`config.mk`:
```
export PLATFORM = sky130hd
export DESIGN_NAME = tt_xor_extractor
export DESIGN_NICKNAME = d
export VERILOG_FILES = /design/src/rtl/tt_xor_extractor.sv
export SDC_FILE = /design/constraint.sdc
export NUM_CORES = 1
export LEC_CHECK = 0
export ABC_CLOCK_PERIOD_IN_PS = 3900
export BUFFER_PORTS_ARGS = -buffer_cell sky130_fd_sc_hd__buf_2
export CORE_UTILIZATION = 57
export DETAILED_ROUTE_END_ITERATION = 8
export GPL_TIMING_DRIVEN = 0
export PLACE_DENSITY_LB_ADDON = 0.25
export SYNTH_ARGS = -nofsm -noshare
export SYNTH_HDL_FRONTEND = slang
export SYNTH_SLANG_ARGS = --single-unit
```
`constraint.sdc`:
```
create_clock -name clk -period 3.9 [get_ports clk]
set_input_delay 1.17 -clock clk [delete_from_list [all_inputs] [get_ports clk]]
set_output_delay 1.17 -clock clk [all_outputs]
set_load 0.1 [all_outputs]
```
`src/rtl/tt_xor_extractor.sv`:
```
// Per-channel DEPTH-bit shift window; emits parity of masked taps, sliding or block-decimated.
// Result registered on the accepting edge (1-cycle latency); no backpressure, in_valid gates shifting.
module tt_xor_extractor #(
  parameter int DEPTH    = 13,
  parameter int CHANNELS = 1
) (
  input  logic                clk,
  input  logic                rst_n,
  input  logic                in_valid,
  input  logic [CHANNELS-1:0] num,
  input  logic [DEPTH-1:0]    tap_mask,
  input  logic                mode,
  output logic                out_valid,
  output logic [CHANNELS-1:0] out_bit,
  output logic                primed
);

  localparam int FW = $clog2(DEPTH + 1);
  localparam int BW = $clog2(DEPTH);
  localparam logic [FW-1:0] FILL_MAX = FW'(DEPTH);
  localparam logic [BW-1:0] BLK_LAST = BW'(DEPTH - 1);

  logic [DEPTH-1:0]    w_q [CHANNELS];
  logic [DEPTH-1:0]    w_d [CHANNELS];
  logic [DEPTH-1:0]    nw  [CHANNELS];
  logic [FW-1:0]       fill_q, fill_d;
  logic [BW-1:0]       blk_q, blk_d;
  logic                mode_q, mode_d;
  logic                vld_q, vld_d;
  logic [CHANNELS-1:0] bit_q, bit_d, par;
  logic                mode_chg, accept, emit;

  always_comb begin
    mode_chg = (mode != mode_q);
    // A mode change drops the cycle's input so both modes restart from an empty count.
    accept   = in_valid && !mode_chg;
    par      = '0;
    for (int c = 0; c < CHANNELS; c++) begin
      nw[c]  = {w_q[c][DEPTH-2:0], num[c]};
      par[c] = ^(nw[c] & tap_mask);
      w_d[c] = w_q[c];
    end
    emit   = accept && (mode_q ? (blk_q == BLK_LAST) : (fill_q >= FILL_MAX - 1'b1));
    fill_d = fill_q;
    blk_d  = blk_q;
    mode_d = mode;
    vld_d  = emit;
    bit_d  = emit ? par : bit_q;
    if (mode_chg) begin
      fill_d = '0;
      blk_d  = '0;
    end else if (accept) begin
      for (int c = 0; c < CHANNELS; c++) begin
        w_d[c] = nw[c];
      end
      if (fill_q != FILL_MAX) begin
        fill_d = fill_q + 1'b1;
      end
      if (mode_q) begin
        blk_d = (blk_q == BLK_LAST) ? '0 : blk_q + 1'b1;
      end
    end
  end

  always_ff @(posedge clk) begin
    if (rst_n) begin
      for (int c = 0; c < CHANNELS; c++) begin
        w_q[c] <= '0;
      end
      fill_q <= '0;
      blk_q  <= '0;
      mode_q <= mode;
      vld_q  <= 1'b0;
      bit_q  <= '0;
    end else begin
      for (int c = 0; c < CHANNELS; c++) begin
        w_q[c] <= w_d[c];
      end
      fill_q <= fill_d;
      blk_q  <= blk_d;
      mode_q <= mode_d;
      vld_q  <= vld_d;
      bit_q  <= bit_d;
    end
  end

  assign out_valid = vld_q;
  assign out_bit   = bit_q;
  assign primed    = (fill_q == FILL_MAX);

endmodule

```
==> results.json <==
{
  "start_kind": "register",
  "syn_inst": 131,
  "timing.rr.end": "out_bit",
  "drive_gt1_frac": 0.169,
  "rows": 15,
  "io_buffers": 19,
  "yosys.area.top_type": "dfxtp_1",
  "wl_met2_um": 1050,
  "post_cts_resized": 0,
  "finalPower_uw": 392,
  "vias": 963,
  "ys_seq_area_frac": 0.414,
  "top_layer": "met4",
  "ys_top_cells_by_area": "dfxtp_1, nand2_1, a21oi_1",
  "drv_slew": 0,
  "nFillCells": 158,
  "clockBufferDepth": 2,
  "ff2ff_path_depth": 5,
  "rr_startpoint": "w_q[0][10]",
  "wl_met3_um": 89,
  "start_util": 0.623,
  "cts_made_buffers": 3,
  "place_hpwl_um": 1560,
  "grt_usage": 0.223,
  "finalSetupViolations": 0,
  "syn-cell-area_um2": 1110,
  "finClkSkew_ns": 0.00438,
  "clockRootBuffer": "clkbuf_4",
  "first_pass_iters": 4,
  "vdd_drop_max_uv": 305,
  "cp-end-kind": "primary output",
  "met1Wirelength_um": 978,
  "drv_cap": 0,
  "synth-seq-cells": 23,
  "slew_headroom": 0.674,
  "ios": 21,
  "clk_latency_ns": 0.31,
  "diodes": 0,
  "holdPathStages": 2,
  "worstMarginPinSlew_ns": 0.485,
  "cts_setup_buffers": 0,
  "dr.first_iter.drc_count": 13,
  "p_leak_uw": 0.000497,
  "syn_nets": 153,
  "status": "finished, final reports clean",
  "clk_pin_slew_ns": 0.13,
  "cts_tree": "built",
  "worstPathMaxFanout": 4,
  "grt_setup_unrepaired": "no",
  "gr-total-overflow": 0,
  "yosysWarnings": 0,
  "setup-tns-final_ns": 0,
  "ant_nets": 0,
  "grt_first_pass_wirelength_um": 3310,
  "drc": 0,
  "cp.required_ns": 2.73,
  "hold_start": "w_q[0][11]",
  "crit_type": "register to primary output",
  "hp-class": "register to register",
  "antenna_found_initial": 0,
  "dieArea_um2": 2130,
  "period_share": 0.677,
  "die-height_um": 46.2,
  "min_period_ns": 2.64,
  "nets": 177,
  "viasPerCell": 5.38,
  "cts_hold_buffers": 0,
  "async_flop_share": 0,
  "yosys.cell_types.count": 26,
  "die_w_um": 46.2,
  "routabilityCongestion": 0.814,
  "fmax_ghz": 0.379,
  "ys.flop_type": "dfxtp_1",
  "cts-htree-levels": 1,
  "core_um2": 1780,
  "rrSetupSlack_ns": 2.28,
  "wl_um": 2160,
  "synth.avg_cell_area_um2": 8.48,
  "hold_viol_final": 0,
  "synthToLayoutAreaGrowth_pct": 13.7,
  "grt_pass1_vias": 821,
  "min_to": "w_q[0][11]",
  "power_density_nw_per_um2": 310,
  "worst-endpoint-arrival_ns": 1.47,
  "instances_no_fill": 179,
  "synth_edf_count": 0,
  "grt_max_degree": 13,
  "routedWlPerCell_um": 12.1,
  "numPlacedInstances": 175,
  "synth_top_area_frac": 0.414,
  "clock_sinks": 23
}
-- layout by cell type, fill, tap and decap left out, drive strengths merged, types with 3 or more instances in the layout --
cell / instances
nand2: 28
dfxtp: 23
buf: 21
a21oi: 17
nand3: 13
clkbuf: 9
xnor2: 7
nor2: 7
ha: 4
inv: 3
xor2: 3
xnor3: 3
-- cells by family (layout without fill, tap and decap cells) --
family / count (synthesis) / in the layout / share of synthesized area
simple gates: 57 / 57 / 0.237
compound gates: 23 / 23 / 0.119
flops: 23 / 23 / 0.414
xor+xnor: 13 / 13 / 0.140
buf+inv: 10 / 33 / 0.0360
fa+ha+maj: 4 / 4 / 0.0450
mux: 1 / 1 / 0.00901
-- critical path, stage by stage (launching register included) --
cell	delay (ns)
dfxtp_1	0.41
ha_1	0.16
and3_1	0.17
buf_2	0.42
-- sequential cells by signal (all words and copies together) (netlist names) --
signal     cells
out_valid      1
out_bit        1
mode_q         1
fill_q         4
blk_q          4
w_q           12
-- how the worst max path moves through the flow --
stage | startpoint | to | cells past startpoint
finish | fill_q[0] | primed | 3
global route | fill_q[0] | primed | 3
CTS | fill_q[0] | primed | 3
detailed placement | mode | fill_q[3] | 7
global placement | tap_mask[11] | out_bit | 6
floorplan | fill_q[0] | primed | 2
-- where the power goes --
group / internal, uW / switching, uW
clock network: 39.9 / 70.7
logic: 16.5 / 24.2
registers: 238 / 2.90
total: 294 / 97.8
-- routing by layer --
metal / vias to the layer above / track usage
li1: 490 / -
met1: 441 / 0.258
met2: 27 / 0.372
met3: 5 / 0.0471
met4: 0 / 0.135
met5: - / 0
-- cells in the mapped netlist (2+ instances only) --
cell type,instances
ha_1,4
nand3_1,13
inv_1,3
buf_2,2
clkbuf_1,5
dfxtp_1,23
a21oi_1,17
xnor3_1,3
nand4_1,2
xnor2_1,7
nor2_1,7
nand2_1,28
o21ai_0,2
xor2_1,3
-- through the flow --
step,utilization,setup WS (ns),hold slack [ns],instance area (um2)
2_1_floorplan,-,1.43,0.431,1110
3_3_place_gp,0.694,1.41,0.445,1240
3_5_place_dp,0.694,1.38,0.454,1240
4_1_cts,0.709,1.25,0.472,1260
5_1_grt,0.709,1.17,0.503,1260
6_report,0.709,1.26,0.468,1260
-- layout make-up --
class / count / area, um2 / area share
multi-input cells: 98 / 611 / 0.483
flip-flops and latches: 23 / 460 / 0.364
repair buffers: 19 / 95.1 / 0.0752
well taps: 25 / 31.3 / 0.0248
plain buffers: 7 / 28.8 / 0.0228
clock buffers: 4 / 26.3 / 0.0208
inverters: 3 / 11.3 / 0.00891
(Power assumes the default switching activity.)
